**src/rtl/rr_arb_pkg.sv**
```systemverilog
// Shared constants, FSM state type and one-hot helper for the rr_arb8 round-robin arbiter.
package rr_arb_pkg;

    localparam int N_REQ = 8;
    localparam int IDX_W = 3;

    typedef enum logic {
        ST_IDLE  = 1'b0,
        ST_GRANT = 1'b1
    } state_t;

    function automatic logic [N_REQ-1:0] idx_to_onehot(input logic [IDX_W-1:0] idx);
        logic [N_REQ-1:0] oh;
        oh = '0;
        oh[idx] = 1'b1;
        return oh;
    endfunction

endpackage

```
**src/rtl/rr_pick.sv**
```systemverilog
// Combinational round-robin pick: first set request bit after ptr, wrapping mod 8.
module rr_pick
    import rr_arb_pkg::*;
(
    input  logic [N_REQ-1:0] req,
    input  logic [IDX_W-1:0] ptr,
    output logic [IDX_W-1:0] idx,
    output logic             hit
);

    logic [IDX_W-1:0] start;
    logic [N_REQ-1:0] rot;
    logic [IDX_W-1:0] off;

    assign start = ptr + 3'd1;

    // rot[0] is the requester just after ptr, so the lowest set bit is the winner.
    always_comb begin
        rot = '0;
        for (int i = 0; i < N_REQ; i++) begin
            rot[i] = req[start + IDX_W'(i)];
        end
    end

    always_comb begin
        off = '0;
        for (int i = N_REQ - 1; i >= 0; i--) begin
            if (rot[i]) off = IDX_W'(i);
        end
    end

    assign hit = |req;
    assign idx = start + off;

endmodule

```
**src/rtl/rr_arb8.sv**
```systemverilog
// Round-robin arbiter for 8 requesters with hold-until-done/drop ownership.
// Define RR_ARB8_TIMEOUT_EN to bound each hold to MAX_HOLD cycles with a timeout pulse.
module rr_arb8
    import rr_arb_pkg::*;
#(
    parameter int MAX_HOLD = 16,
    parameter int CNT_W    = 8
)(
    input  logic             clk,
    input  logic             rst,
    input  logic [N_REQ-1:0] req,
    input  logic             done,
    output logic [N_REQ-1:0] gnt,
    output logic             gnt_valid,
    output logic [IDX_W-1:0] gnt_idx,
    output logic             any_req,
    output logic             timeout
);

    if (MAX_HOLD < 2 || MAX_HOLD > 255 || (2 ** CNT_W) <= MAX_HOLD) begin : g_cfg_check
        $error("rr_arb8: MAX_HOLD must be 2..255 and fit in CNT_W bits");
    end

    state_t           state_q, state_d;
    logic [IDX_W-1:0] owner_q, owner_d;
    logic [IDX_W-1:0] ptr_q, ptr_d;
    logic [IDX_W-1:0] pick_idx;
    logic             pick_hit;
    logic             tmo_hit;
    logic             release_now;

`ifdef RR_ARB8_TIMEOUT_EN
    logic [CNT_W-1:0] hold_cnt_q, hold_cnt_d;
    logic             timeout_q, timeout_d;

    assign tmo_hit = (hold_cnt_q == CNT_W'(MAX_HOLD - 1));
    assign timeout = timeout_q;
`else
    assign tmo_hit = 1'b0;
    assign timeout = 1'b0;
`endif

    rr_pick u_pick (
        .req (req),
        .ptr (ptr_q),
        .idx (pick_idx),
        .hit (pick_hit)
    );

    assign any_req     = |req;
    assign release_now = done || !req[owner_q] || tmo_hit;

    // State register
    always_ff @(posedge clk or posedge rst) begin
        if (rst) begin
            state_q    <= ST_IDLE;
            owner_q    <= '0;
            ptr_q      <= 3'd7;
`ifdef RR_ARB8_TIMEOUT_EN
            hold_cnt_q <= '0;
            timeout_q  <= 1'b0;
`endif
        end else begin
            state_q    <= state_d;
            owner_q    <= owner_d;
            ptr_q      <= ptr_d;
`ifdef RR_ARB8_TIMEOUT_EN
            hold_cnt_q <= hold_cnt_d;
            timeout_q  <= timeout_d;
`endif
        end
    end

    // Next-state logic
    always_comb begin
        state_d    = state_q;
        owner_d    = owner_q;
        ptr_d      = ptr_q;
`ifdef RR_ARB8_TIMEOUT_EN
        hold_cnt_d = hold_cnt_q;
        timeout_d  = 1'b0;
`endif
        case (state_q)
            ST_IDLE: begin
                if (pick_hit) begin
                    state_d    = ST_GRANT;
                    owner_d    = pick_idx;
`ifdef RR_ARB8_TIMEOUT_EN
                    hold_cnt_d = '0;
`endif
                end
            end
            ST_GRANT: begin
                if (release_now) begin
                    state_d    = ST_IDLE;
                    ptr_d      = owner_q;
`ifdef RR_ARB8_TIMEOUT_EN
                    hold_cnt_d = '0;
                    // Only a pure expiry is reported; a normal release on the same edge wins.
                    timeout_d  = tmo_hit && !done && req[owner_q];
`endif
                end else begin
`ifdef RR_ARB8_TIMEOUT_EN
                    hold_cnt_d = hold_cnt_q + 1'b1;
`endif
                end
            end
            default: state_d = ST_IDLE;
        endcase
    end

    // Outputs derive only from registers, so gnt is glitch-free for LED logic.
    always_comb begin
        gnt       = '0;
        gnt_valid = 1'b0;
        gnt_idx   = '0;
        if (state_q == ST_GRANT) begin
            gnt       = idx_to_onehot(owner_q);
            gnt_valid = 1'b1;
            gnt_idx   = owner_q;
        end
    end

endmodule

```
**config.mk**
```make
export PLATFORM = sky130hd
export DESIGN_NAME = rr_arb8
export DESIGN_NICKNAME = d
export VERILOG_FILES = /design/src/rtl/rr_arb_pkg.sv /design/src/rtl/rr_pick.sv /design/src/rtl/rr_arb8.sv
export SDC_FILE = /design/constraint.sdc
export NUM_CORES = 1
export LEC_CHECK = 0
export BUFFER_PORTS_ARGS = -buffer_cell sky130_fd_sc_hd__buf_2
export CAP_MARGIN = 20
export CORE_ASPECT_RATIO = 1.2
export CORE_MARGIN = 2
export CORE_UTILIZATION = 36
export DETAILED_ROUTE_END_ITERATION = 6
export PLACE_DENSITY = 0.56
export SYNTH_ARGS = -nofsm -noshare
export SYNTH_HDL_FRONTEND = slang
export SYNTH_HIERARCHICAL = 1
export SYNTH_SLANG_ARGS = --single-unit
```
**constraint.sdc**
```tcl
create_clock -name clk -period 9.97 [get_ports clk]
set_input_delay 1.4955 -clock clk [delete_from_list [all_inputs] [get_ports clk]]
set_output_delay 1.4955 -clock clk [all_outputs]
set_load 0.02 [all_outputs]
```
Word-level counts from Yosys, hierarchy flattened:

Cells that the tools add are included.

* memory bits (read-only): 0
* bits of input ports: 11
* bits in writable memories: 0
* latch bits: 0
* logic and storage cells: 63
* register bits: 7
* memories: 0

* bitwise logic cells: 1
* eq/ne operators: 0
* $mul: 0
* order comparisons: 10
* div/mod/pow operators: 0
* mux-type cells: 34
* reductions and logical operators: 6
* $add $sub $neg: 9
* shifts and indexed selects: 0

Operators with widths (number)
* < comparator 3 x 4 -> 1 bit (second input constant): 9
* binary-select mux 1 bit (select 3 bit): 9
* 2-to-1 mux 3 bit: 9
* 2-to-1 mux 1 bit: 13
* adder 3 bit (second input constant): 4
* 2-to-1 mux 8 bit: 1
* OR reduction 8 bit: 1
* adder 3 x 1 -> 3 bit (second input constant): 2
* adder 3 x 2 -> 3 bit (second input constant): 2
* AND reduction 2 bit: 2
* adder 3 bit: 1
* demux 1 bit (select 3 bit): 1
* greater-or-equal comparator 3 x 1 -> 1 bit (second input constant): 1
* case mux 1 bit (2 select lines): 1
* logical AND 1 bit: 1
* logical NOT 1 bit: 1
* logical OR 1 bit: 1
* NOT 1 bit: 1

Depth between registers and ports, before layout:

* depth after elaboration: 13
* depth in mapped cells: 15

By module:

Netlist, hierarchy kept.

Modules (own cells, without submodules)
* rr_pick: instances 1, cells an instance 51, area each 579.3 µm²
* rr_arb8: instances 1, cells an instance 49, area each 479.2 µm²

Least setup slack after synthesis:

OpenSTA, ideal clock, no wires.

* path kind: input port to flip-flop
* start point: in req[2]
* end point: reg owner_q[2]
* stages on the path: 11
* setup slack: 6.251 ns
* data arrival time: 3.595 ns
* library setup time: 0.125 ns
* path through: mux4_2 > mux2i_1 > o21ai_0 > a21boi_0 > o221a_2 > ha_1 > inv_1 > fa_1 > xnor2_1 > xnor2_1 > mux2_2

* longest elaborated chain between the ends: 11
* elaborated cells on any way between the ends: 27
* classes of those cells: add/sub: 1; mux: 24; reduce/logical: 2

RTL lines
* start: declaration: line rr_arb8.sv:11 `input logic [N_REQ-1:0] req,`
* binary-select mux 1 bit (select 3 bit): line rr_pick.sv:21 `rot[i] = req[start + IDX_W'(i)];`
* 2-to-1 mux 1 bit (not written as such): line rr_pick.sv:21
* 2-to-1 mux 3 bit (7 in series): line rr_pick.sv:28 `if (rot[i]) off = IDX_W'(i);`
* 2-to-1 mux 3 bit *: line rr_pick.sv:28
* adder 3 bit *: line rr_pick.sv:33 `assign idx = start + off;`
* net pick_idx[2]: line rr_arb8.sv:27 `logic [IDX_W-1:0] pick_idx;`
* end signal: assignment: line rr_arb8.sv:65 `owner_q <= owner_d;`
* end: declaration: line rr_arb8.sv:25 `logic [IDX_W-1:0] owner_q, owner_d;`

The timed path passes the listed nets; every way through them passes the cells marked *. The select of a mux whose other input is x is not followed.
A chain may end at the register's enable or synchronous reset.

Worst setup path after layout:

* start point: reg ptr_q[0]
* end point: reg owner_q[2]

* longest elaborated chain between the ends: 13
* elaborated cells on any way between the ends: 33
* classes of those cells: add/sub: 9; mux: 24

RTL lines
* start: declaration: line rr_arb8.sv:26 `logic [IDX_W-1:0] ptr_q, ptr_d;`
* start signal: assignment: line rr_arb8.sv:66 `ptr_q <= ptr_d;`
* adder 3 x 1 -> 3 bit *: line rr_pick.sv:15 `assign start = ptr + 3'd1;`
* adder 3 bit: line rr_pick.sv:21
* binary-select mux 1 bit (select 3 bit): line rr_pick.sv:21
* 2-to-1 mux 1 bit (not written as such): line rr_pick.sv:21
* 2-to-1 mux 3 bit (8 in series): line rr_pick.sv:28
* adder 3 bit *: line rr_pick.sv:33
* net pick_idx[2]: line rr_arb8.sv:27

Marks and branches as above.

==> results_dict.tcl <==
set metrics [dict create \
    status "completed" \
    synth-main-ff-cell "dfrtp_1" \
    viasPerCell 5.42 \
    synth_seq_area_share_pct 16.9 \
    hold_buffers 0 \
    fin_area_sq_um 1170 \
    synth_compound_area_share_pct 8.16 \
    ys_types 39 \
    cts_resized 0 \
    grt_pass1_wl_microns 3660 \
    fp-row-count 21 \
    cp.arrival_ns 4.10 \
    critical_path_peak_fanout 12 \
    antennaDiodeCount 0 \
    start_util_pct 38.0 \
    io_buffer_count 23 \
    htreeDepth 1 \
    grt_use_total_pct 14.3 \
    drc 0 \
    via_count 834 \
    core_sq_um 2790 \
    finalHoldViolCount 0 \
    cts_inserted_buffers 3 \
    hold_path_end "ptr_q[0]" \
    yosysWarnings 6 \
    clock_latency_ns 0.25 \
    fin_nets 136 \
    grt-ovfl-total 0 \
    fmax_mhz 252 \
    synth_area_leaders "mux2i_1 11%, mux4_2 11%, dfrtp_1 9.5%" \
    dpl-instance-area_sq_um 1150 \
    maxSlewHeadroom_pct 63.0 \
    ys_ff_latch 7 \
    path_clk_slew_ns 0.05 \
    drv_cap 0 \
    muxShareOfSynthArea_pct 35.8 \
    tritoncts "built" \
    fin_setup_tns_ns 0 \
    final_max_slew_viol_count 0 \
    yosys.area_share.simple_pct 17.3 \
    ys_async_sr_fraction_pct 100 \
    die_h_microns 63.4 \
    routedWlPerCell_microns 14.1 \
    whs_path_depth 1 \
    startpoint_type "flip-flop" \
    synth_cells 100 \
    synth_top_family_by_area "multiplexers" \
    layout.cells.non_filler 154 \
    syn-num-nets 115 \
    die_x_microns 53.5 \
    die_area_sq_um 3390 \
    cts_sinks 7 \
    worstReg2RegStart "ptr_q[0]" \
    startpoint "ptr_q[0]" \
    setup_viol 0 \
    synth_area_leader_cell "mux2i_1" \
    dp_hpwl_microns 1740 \
    synth-xor-area-share_pct 7.68 \
    worstPathRequired_ns 10.11 \
    yosysTopAreaCellShare_pct 11.3 \
    crit_type "reg -> reg" \
    syn_to_final_growth_pct 10.8 \
    min_period_ns 3.96 \
    grt_pass1_vias 795 \
    skew_ns 0.00499 \
    final.setup.worst_slack_ns 6.01 \
    r2r_slack_ns 6.01 \
    drt_iter0_markers 8 \
    antenna_found_initial 0 \
    worst_pin_slew_ns 0.555 \
    min_from "ptr_q[0]" \
    synth_edf_count 0 \
    hold_path_class "reg -> reg" \
    synthAdderAreaFrac_pct 5.44 \
    dpl.cell_count 150 \
    drt_wl_total_microns 2180 \
    grt_max_degree 13 \
    synth_area_sq_um 1060 \
    fin_crit_sh_pct 39.7 \
    ios 25 \
    synth_area_per_cell_sq_um 10.6 \
    r2r-end "owner_q[2]" \
    final_antenna_net_count 0 \
    place_congestion 0.784 \
    rsz0062_at_grt "no" \
    first_pass_iters 4 \
    worstRegToRegCells 13 \
    layout-drive-gt1-share_pct 37.5 \
    cts_root_buf "clkbuf_4" \
    cts_setup_buffers 0 \
    dpl_worst_slack_ns 5.96 \
    crit_path_end_kind "flip-flop" \
    clockBufferDepth 2 \
]
routing by layer:
metal	global-route usage [%]	share of wire [%]	vias up
met5	0	0	-
met3	1.42	2.3	2
met4	5.13	0.97	0
met1	20.2	44	405
met2	22.4	52	20
li1	-	-	407
sequential cells by signal, indices dropped and copies added (netlist names):
register / count
state_q: 1
ptr_q: 3
owner_q: 3
cells in the final DEF (no fill, tap or decap), drive strengths merged, types with 2 or more instances in the layout:
| cell type | n |
|---|---|
| nor4 | 4 |
| nand2b | 4 |
| ha | 3 |
| nor2b | 4 |
| buf | 23 |
| mux2 | 6 |
| clkbuf | 4 |
| dfstp | 3 |
| dfrtp | 4 |
| mux2i | 12 |
| nand2 | 9 |
| nor3 | 2 |
| o21ai | 3 |
| xnor2 | 2 |
| inv | 5 |
| and2 | 2 |
| nor2 | 8 |
| mux4 | 8 |
stage by stage:
stage | hold WS (ns) | util (%)
3_3_place_gp | 0.613 | 41.2
3_5_place_dp | 0.618 | 41.2
6_report | 0.621 | 42.1
5_1_grt | 0.656 | 42.1
4_1_cts | 0.626 | 42.1
2_1_floorplan | 0.478 | -
synthesized netlist by cell type (2+ instances only):
cell / n
nor2b_1: 2
ha_1: 3
mux4_1: 3
dfrtp_1: 4
mux2i_1: 12
buf_6: 2
mux2_1: 2
mux2_2: 4
and2_1: 2
inv_1: 5
clkbuf_8: 2
xnor2_1: 2
dfstp_2: 3
nor2_1: 8
buf_4: 2
nand2_1: 9
nand2b_1: 4
nor4_1: 4
mux4_2: 5
o21ai_0: 2
nor3_1: 2
final cells by class:
class | instances | area, sq um
Fill cell | 282 | 1610
Sequential cell | 7 | 179
Clock buffer | 4 | 26.3
Timing Repair Buffer | 23 | 115
Inverter | 5 | 18.8
Multi-Input combinational cell | 81 | 791
Tap cell | 34 | 42.5
worst max-delay path by stage:
stage	slack [ns]	to	cells past startpoint
6_report	6.01	owner_q[2]	13
5_1_grt	5.72	owner_q[2]	13
4_1_cts	5.99	owner_q[2]	13
3_5_place_dp	5.96	owner_q[2]	12
3_3_place_gp	6.01	owner_q[2]	12
2_1_floorplan	6.25	owner_q[2]	11
critical path, stage by stage (launching register included):
cell      delay (ns)
dfstp_2         0.71
inv_1           0.12
ha_1            0.66
mux4_2          0.59
mux2i_1         0.16
o21ai_0         0.10
a21boi_0        0.18
o221a_2         0.22
ha_1            0.13
inv_1           0.05
fa_1            0.37
xnor2_1         0.20
xnor2_1         0.09
mux2_2          0.26
kinds of logic (layout without fill, tap and decap cells):
kind of cell    count (synthesis)  in the layout
simple gates                   35             35
buf+inv                        12             32
mux                            26             26
flops                           7              7
compound gates                 10             10
fa+ha+maj                       4              4
xor+xnor                        5              5
other cells                     1              1
Power is left out: the tool's default activity adds up to more than one toggle a clock period on the data nets, which glitch-free logic cannot reach.
